File: config.mk
export PLATFORM = sky130hd
export DESIGN_NAME = rtc_hms
export DESIGN_NICKNAME = d
export VERILOG_FILES = /design/src/rtl/rtc_pkg.sv /design/src/rtl/rtc_prescaler.sv /design/src/rtl/rtc_hms.sv
export SDC_FILE = /design/constraint.sdc
export NUM_CORES = 1
export LEC_CHECK = 0
export CORE_ASPECT_RATIO = 2
export CORE_MARGIN = 3
export CORE_UTILIZATION = 40
export DETAILED_ROUTE_END_ITERATION = 8
export GPL_TIMING_DRIVEN = 1
export PLACE_DENSITY = 0.7
export SYNTH_ARGS = -nofsm -noshare
export SYNTH_HDL_FRONTEND = slang
export SYNTH_SLANG_ARGS = --single-unit
File: constraint.sdc
create_clock -name clk -period 3.2 [get_ports clk]
set_clock_uncertainty 0.1 [all_clocks]
set_input_delay 0.32 -clock clk [delete_from_list [all_inputs] [get_ports clk]]
set_output_delay 0.32 -clock clk [all_outputs]
set_load 0.03 [all_outputs]
File: src/rtl/rtc_pkg.sv
// Shared widths, limits and time-of-day type for the rtc_hms real-time clock.
// Includes the range check and the one-millisecond advance used by the top.
package rtc_pkg;

    localparam int HOUR_W = 5;
    localparam int MIN_W  = 6;
    localparam int SEC_W  = 6;
    localparam int MS_W   = 10;

    localparam int MS_MAX   = 999;
    localparam int SEC_MAX  = 59;
    localparam int MIN_MAX  = 59;
    localparam int HOUR_MAX = 23;

    typedef struct packed {
        logic [HOUR_W-1:0] hour;
        logic [MIN_W-1:0]  min;
        logic [SEC_W-1:0]  sec;
        logic [MS_W-1:0]   ms;
    } tod_t;

    function automatic logic tod_valid(input tod_t t);
        return (t.hour <= HOUR_W'(HOUR_MAX)) &&
               (t.min  <= MIN_W'(MIN_MAX))   &&
               (t.sec  <= SEC_W'(SEC_MAX))   &&
               (t.ms   <= MS_W'(MS_MAX));
    endfunction

    // Advance by one millisecond, carrying through to a 24-hour wrap.
    function automatic tod_t tod_inc(input tod_t t);
        tod_t n;
        n = t;
        if (t.ms == MS_W'(MS_MAX)) begin
            n.ms = '0;
            if (t.sec == SEC_W'(SEC_MAX)) begin
                n.sec = '0;
                if (t.min == MIN_W'(MIN_MAX)) begin
                    n.min = '0;
                    if (t.hour == HOUR_W'(HOUR_MAX)) begin
                        n.hour = '0;
                    end else begin
                        n.hour = t.hour + 1'b1;
                    end
                end else begin
                    n.min = t.min + 1'b1;
                end
            end else begin
                n.sec = t.sec + 1'b1;
            end
        end else begin
            n.ms = t.ms + 1'b1;
        end
        return n;
    endfunction

endpackage

File: src/rtl/rtc_prescaler.sv
// Divides the enabled clock by DIV; tc_o is high on the last enabled cycle.
// A clear restarts the count at 0 and takes priority over counting.
module rtc_prescaler #(
    parameter int DIV = 100000
) (
    input  logic clk,
    input  logic rst,
    input  logic en_i,
    input  logic clr_i,
    output logic tc_o
);

    localparam int CW = (DIV > 1) ? $clog2(DIV) : 1;
    localparam logic [CW-1:0] TERM = CW'(DIV - 1);

    logic [CW-1:0] cnt_q;
    logic [CW-1:0] cnt_d;

    assign tc_o = en_i && (cnt_q == TERM);

    always_comb begin
        cnt_d = cnt_q;
        if (clr_i || tc_o) begin
            cnt_d = '0;
        end else if (en_i) begin
            cnt_d = cnt_q + 1'b1;
        end
    end

    always_ff @(posedge clk or posedge rst) begin
        if (rst) begin
            cnt_q <= '0;
        end else begin
            cnt_q <= cnt_d;
        end
    end

endmodule

File: src/rtl/rtc_hms.sv
// Hour:min:sec.ms real-time clock with free-running ms accumulator and load.
// Optional alarm comparator is built only when RTC_HMS_ALARM_EN is defined.
module rtc_hms
    import rtc_pkg::*;
#(
    parameter int CLK_FREQ_KHZ = 100000,
    parameter int ACC_W        = 32
) (
    input  logic              clk,
    input  logic              rst,
    input  logic              en,
    input  logic              load,
    input  logic [HOUR_W-1:0] ld_hour,
    input  logic [MIN_W-1:0]  ld_min,
    input  logic [SEC_W-1:0]  ld_sec,
    input  logic [MS_W-1:0]   ld_ms,
    output logic [HOUR_W-1:0] hour,
    output logic [MIN_W-1:0]  min,
    output logic [SEC_W-1:0]  sec,
    output logic [MS_W-1:0]   ms,
    output logic [ACC_W-1:0]  ms_acc,
    output logic              tick_ms,
    output logic              tick_sec,
    output logic              load_err,
    input  logic [HOUR_W-1:0] al_hour,
    input  logic [MIN_W-1:0]  al_min,
    input  logic [SEC_W-1:0]  al_sec,
    input  logic              al_arm,
    input  logic              al_clr,
    output logic              al_pend
);

    tod_t             tod_q, tod_d, tod_nx, ld_tod;
    logic [ACC_W-1:0] acc_q, acc_d;
    logic             tick_ms_q, tick_ms_d;
    logic             tick_sec_q, tick_sec_d;
    logic             err_q, err_d;
    logic             tc;
    logic             ld_ok;

    assign ld_tod = '{hour: ld_hour, min: ld_min, sec: ld_sec, ms: ld_ms};
    assign ld_ok  = load && tod_valid(ld_tod);
    assign tod_nx = tod_inc(tod_q);

    rtc_prescaler #(
        .DIV (CLK_FREQ_KHZ)
    ) u_presc (
        .clk   (clk),
        .rst   (rst),
        .en_i  (en),
        .clr_i (ld_ok),
        .tc_o  (tc)
    );

    // A valid load overrides the cascade, but the elapsed ms still counts.
    always_comb begin
        tod_d      = tod_q;
        acc_d      = acc_q;
        tick_ms_d  = tc;
        tick_sec_d = 1'b0;
        err_d      = load && !ld_ok;
        if (tc) begin
            acc_d = acc_q + 1'b1;
        end
        if (ld_ok) begin
            tod_d = ld_tod;
        end else if (tc) begin
            tod_d      = tod_nx;
            tick_sec_d = (tod_q.ms == MS_W'(MS_MAX));
        end
    end

    always_ff @(posedge clk or posedge rst) begin
        if (rst) begin
            tod_q      <= '0;
            acc_q      <= '0;
            tick_ms_q  <= 1'b0;
            tick_sec_q <= 1'b0;
            err_q      <= 1'b0;
        end else begin
            tod_q      <= tod_d;
            acc_q      <= acc_d;
            tick_ms_q  <= tick_ms_d;
            tick_sec_q <= tick_sec_d;
            err_q      <= err_d;
        end
    end

    assign hour     = tod_q.hour;
    assign min      = tod_q.min;
    assign sec      = tod_q.sec;
    assign ms       = tod_q.ms;
    assign ms_acc   = acc_q;
    assign tick_ms  = tick_ms_q;
    assign tick_sec = tick_sec_q;
    assign load_err = err_q;

`ifdef RTC_HMS_ALARM_EN
    logic al_hit;
    logic al_pend_q, al_pend_d;

    // Only a counted second rollover can hit; loads never do.
    assign al_hit = tick_sec_d && al_arm &&
                    (tod_nx.hour == al_hour) &&
                    (tod_nx.min  == al_min)  &&
                    (tod_nx.sec  == al_sec);

    always_comb begin
        al_pend_d = al_pend_q;
        if (al_hit) begin
            al_pend_d = 1'b1;
        end else if (al_clr) begin
            al_pend_d = 1'b0;
        end
    end

    always_ff @(posedge clk or posedge rst) begin
        if (rst) begin
            al_pend_q <= 1'b0;
        end else begin
            al_pend_q <= al_pend_d;
        end
    end

    assign al_pend = al_pend_q;
`else
    logic unused_al;
    assign unused_al = ^{al_hour, al_min, al_sec, al_arm, al_clr};
    assign al_pend   = 1'b0;
`endif

endmodule
## Yosys cells after proc, flatten, opt, wreduce, memory -nomap -nowiden

Index checks and enable logic that the tools add are counted.

| storage, ports and cells | value |
|---|---|
| flip-flop bits (word level) | 79 |
| input port bits | 50 |
| output and inout port bits | 63 |
| logic and storage cells | 53 |

| cells by class | value |
|---|---|
| add/sub/neg operators | 6 |
| magnitude comparators | 4 |
| equality and inequality tests | 5 |
| muxes and demuxes | 13 |
| reductions and logical operators | 16 |

Operator list:

| kind | number |
|---|---|
| 27-bit 2-to-1 mux | 2 |
| 17-bit 2-to-1 mux | 3 |
| 32-bit by 1-bit adder with 32-bit output (second input constant) | 1 |
| 17-bit by 1-bit adder with 17-bit output (second input constant) | 1 |
| 17-bit equality test (second input constant) | 1 |
| 6-bit by 1-bit adder with 6-bit output (second input constant) | 2 |
| 6-bit equality test (second input constant) | 2 |
| 6-bit <= comparator (second input constant) | 2 |
| 6-bit 2-to-1 mux | 2 |
| 11-bit 2-to-1 mux | 1 |
| 10-bit by 1-bit adder with 10-bit output (second input constant) | 1 |
| 10-bit equality test (second input constant) | 1 |
| 10-bit <= comparator (second input constant) | 1 |
| 10-bit 2-to-1 mux | 1 |
| 5-bit 2-to-1 mux | 2 |
| 2-bit nonzero test | 5 |
| 1-bit logical AND | 6 |
| 5-bit by 1-bit adder with 5-bit output (second input constant) | 1 |
| 5-bit equality test (second input constant) | 1 |
| 5-bit <= comparator (second input constant) | 1 |
| 4-bit AND reduction | 1 |
| 3-bit AND reduction | 1 |
| 1-bit 2-to-1 mux | 2 |
| 2-bit AND reduction | 1 |
| 2 further kinds | 2 |

## Logic depth before layout (Yosys ltp)

| logic depth | value |
|---|---|
| word-level depth | 7 |
| gate-level depth with buffers | 7 |
| depth with buffers taken out | 7 |

## Hierarchy

Synthesis repeated with hierarchy kept, for this count alone.

| unflattened totals | value |
|---|---|
| cell total of the unflattened synthesis | 422 |
| area, all modules | 4113.9 µm² |

By module, submodules not included:

| module | times used | cells each | area each (µm²) | seq. area each (µm²) |
|---|---|---|---|---|
| rtc_hms | 1 | 330 | 3194.3 | 1551.5 |
| rtc_prescaler | 1 | 92 | 919.6 | 425.4 |

## Worst setup path after synthesis

Ideal clock, no wire load.

| timing path | value |
|---|---|
| path type | register to register |
| start | register tod_q, in the netlist ms[0] |
| end | register tod_q, in the netlist min[2] |
| setup time | 0.082 ns |
| arrival time | 2.286 ns |
| required time | 3.018 ns |
| setup slack | 0.732 ns |
| cell stages (with the launch flop) | 7 |
| path buffers | 0 |
| clock period less this slack | 2.468 ns |
| path through | dfrtp_1 > ha_1 > nand3b_1 > nor3_1 > nand4_2 > or4_1 > a31oi_1 |

| on the way | value |
|---|---|
| word-level cells in the longest chain between the ends | 3 |

Ends and longest elaborated chain:

| what | line | RTL |
|---|---|---|
| start, declared | rtc_hms.sv:33 | `tod_t tod_q, tod_d, tod_nx, ld_tod;` |
| start signal, assigned | rtc_hms.sv:81 | `tod_q <= tod_d;` |
| 10-bit equality test | rtc_pkg.sv:33 | `if (t.ms == MS_W'(MS_MAX)) begin` |
| 2-bit nonzero test (no source line) | n/a |  |
| 3-bit AND reduction (no source line) | n/a |  |

No other way between the ends.
A chain may end at the register's enable or synchronous reset.

## Worst setup path in the final report

| timing path | value |
|---|---|
| start | register u_presc.cnt_q[8] |
| end | register tod_q, in the netlist min[2] |

| on the way | value |
|---|---|
| word-level cells in the longest chain between the ends | 4 |

Ends and longest elaborated chain:

| what | line | RTL |
|---|---|---|
| start, declared | rtc_prescaler.sv:16 | `logic [CW-1:0] cnt_q;` |
| start signal, assigned | rtc_prescaler.sv:34 | `cnt_q <= cnt_d;` |
| 17-bit equality test | rtc_prescaler.sv:19 | `assign tc_o = en_i && (cnt_q == TERM);` |
| 1-bit logical AND | rtc_prescaler.sv:19 |  |
| 2-bit nonzero test (no source line) | n/a |  |
| 3-bit AND reduction (no source line) | n/a |  |

No other way between the ends.

==> impl_metrics.py <==
metrics = {
    "cts": {
        "clkLatencyLatePin_ns": 0.33,
        "cts.sinks": 79,
        "postCtsSetupRepairBufs": 0,
        "cts-root-buf": "clkbuf_16",
        "path_clk_slew_ns": 0.06,
        "cts_tree": "done",
        "htree_levels": 3,
        "clockBufferDepth": 2,
        "cts_buffers": 9,
        "cts-resized-gates": 0,
        "cts_hold_buf": 0,
    },
    "setup_path": {
        "worstPathMaxFanout": 9,
        "crit_arrival_ns": 2.79,
        "setup.worst_path.class": "flip-flop to flip-flop",
        "required_ns": 3.35,
        "worst_setup_path_start_kind": "flip-flop",
        "rr_worst_depth": 5,
        "end_kind": "flip-flop",
    },
    "synth": {
        "synth_area_leaders": "dfrtp_1 48%, xor2_1 5.3%, nor2_1 5.2%",
        "synth-warning-count": 0,
        "synth-seq-cells": 79,
        "netlist_area_mm2": 0.00411,
        "synth_seq_area_share_pct": 48.1,
        "syn_area_per_cell_um2": 9.41,
        "syn_inst": 437,
        "synth.net_count": 493,
        "synth_largest_area_cell": "dfrtp_1",
        "yosysUniqueCellTypes": 47,
        "yosysTopAreaCellShare_pct": 48.1,
        "ys.flop_type": "dfrtp_1",
        "synthArstFlopShare_pct": 100,
        "synth_edf_count": 0,
    },
    "flow_run": {
        "cap_violations": 0,
    },
    "global_route": {
        "grt_usage_pct": 18.5,
        "met3_usage_pct": 3.61,
        "grt_busiest_layer": "met2",
        "grt_pass1_vias": 3672,
        "grt_pass1_wl_mm": 17.3,
        "grt_max_degree": 50,
        "globalRouteMet1Util_pct": 19.7,
        "antenna_found_initial": 0,
        "grt_overflow": 0,
        "use_met2_pct": 34.1,
    },
    "detailed_routing": {
        "vias": 3626,
        "drc": 0,
        "ant_nets": 0,
        "drt_first_iter_violations": 237,
        "drt_pre_antenna_iters": 4,
        "vias_per_cell": 5.40,
        "wl_per_cell_um": 15.5,
        "wl_mm": 10.4,
    },
    "finish": {
        "diodes": 0,
        "drive_gt1_share_pct": 7.22,
        "fin_area_mm2": 0.00551,
        "final_cells": 672,
        "syn2layout_area_growth_pct": 33.9,
        "utilization_pct": 55.7,
        "fin_nets": 591,
        "fillers": 896,
    },
    "power": {
        "power.density_mw_per_mm2": 470,
        "peakVddDrop_v": 0.000296,
        "finalPower_mw": 2.59,
        "p_leak_nw": 2.30,
    },
    "timing": {
        "tightest_slew_ns": 0.679,
        "post-route-period-util_pct": 82.7,
        "setup_slack_ns": 0.553,
        "hold_viol": 0,
        "fmax_ghz": 0.378,
        "tns_ns": 0,
        "slew-limit-headroom_pct": 54.6,
        "rsz0062_at_grt": "false",
        "slew_violations": 0,
        "setup_viol": 0,
        "period_minus_slack_ns": 2.65,
        "hold_ws_ns": 0.312,
    },
    "place": {
        "pre_cts_slack_ns": 0.359,
        "port-buffer-count": 92,
        "dpl-instance-area_mm2": 0.00523,
        "gp_congestion": 0.858,
        "hpwl_mm": 7.97,
        "placedCellCount": 656,
    },
    "floorplan": {
        "dieArea_mm2": 0.0116,
        "core-area_mm2": 0.00989,
        "initial_core_util_pct": 41.6,
        "io_pins": 113,
        "placementRows": 51,
        "dieWidth_um": 77.7,
        "die_h_um": 149,
    },
    "run_status": {
        "status": "finished, final reports clean",
    },
    "hold_path": {
        "hp-class": "input port to async pin",
    },
}
## layout make-up
type                    count  area (um2)  share of cell area [%]
clock buffers              10         239                    4.34
clock inverters             6        45.0                   0.818
inverters                  13        48.8                   0.886
multi-input cells         330        2030                    36.8
flip-flops and latches     79        1980                    35.9
well taps                 132         165                    3.00
repair buffers            102        1010                    18.3
## critical path: stages (launching register included)
cell     delay [ns]
dfrtp_1        0.40
or4bb_1        0.53
nor2_1         0.51
nand4_2        0.37
or4_1          0.48
a31oi_1        0.18
## sequential cells by signal, indices dropped and copies added, names as in the netlist
name / count
hour: 5
load_err: 1
min: 6
ms: 10
ms_acc: 32
sec: 6
tick_ms: 1
tick_sec: 1
u_presc.cnt_q: 17
## logic make-up after synthesis
kind of cell             synth area share (%)
multiplexers                            0.487
adder cells (fa/ha/maj)                  1.82
other                                  0.0912
AND/OR/NAND/NOR                          27.6
AO/OA/AOI/OAI                            8.79
flip-flops                               48.1
XOR/XNOR                                 10.4
buffers and inverters                    2.71
## path summary, 6_finish.rpt
kind / slack (ns) / from / end
max in group asynchronous: 1.98 / rst / ms_acc[22]$_DFFE_PP0N_
worst min-delay path: 0.31 / rst / load_err$_DFF_PP0_
worst max register to register: 0.55 / u_presc.cnt_q[8]$_DFFE_PP0P_ / min[2]$_DFFE_PP0P_
min in group clk: 0.38 / ms_acc[31]$_DFFE_PP0N_ / ms_acc[31]$_DFFE_PP0N_
worst min register to register: 0.38 / ms_acc[31]$_DFFE_PP0N_ / ms_acc[31]$_DFFE_PP0N_
worst max-delay path: 0.55 / u_presc.cnt_q[8]$_DFFE_PP0P_ / min[2]$_DFFE_PP0P_
## cell usage after synthesis, drive strengths merged, types with 7 or more instances
library cell,instances
a31oi,22
and3,7
clkbuf,12
dfrtp,79
inv,12
nand2,45
nand3,21
nand4,20
nor2,57
nor3,19
nor4,9
o21ai,18
xnor2,24
xor2,25
## where the power goes
part,leakage [nW],internal [mW],switching [mW]
Clock,0.131,0.548,0.404
Sequential,0.993,1.06,0.0861
Combinational,1.18,0.210,0.276
Total,2.30,1.82,0.767
## cells in the final DEF (no fill, tap or decap), drive strengths merged, types with 18 or more instances in the layout
cell type and count:
nand4 20, xor2 25, nor2 57, nand2 45, o21ai 18, nand3 21
nor3 19, dfrtp 79, xnor2 24, a31oi 22, clkdlybuf4s50 92
## metal layers
layer,up-vias,share of wire [%]
met4,0,2.6
li1,1739,-
met3,24,4.3
met5,-,0
met2,110,55
met1,1753,38
Power figures use the tool's default switching activity.
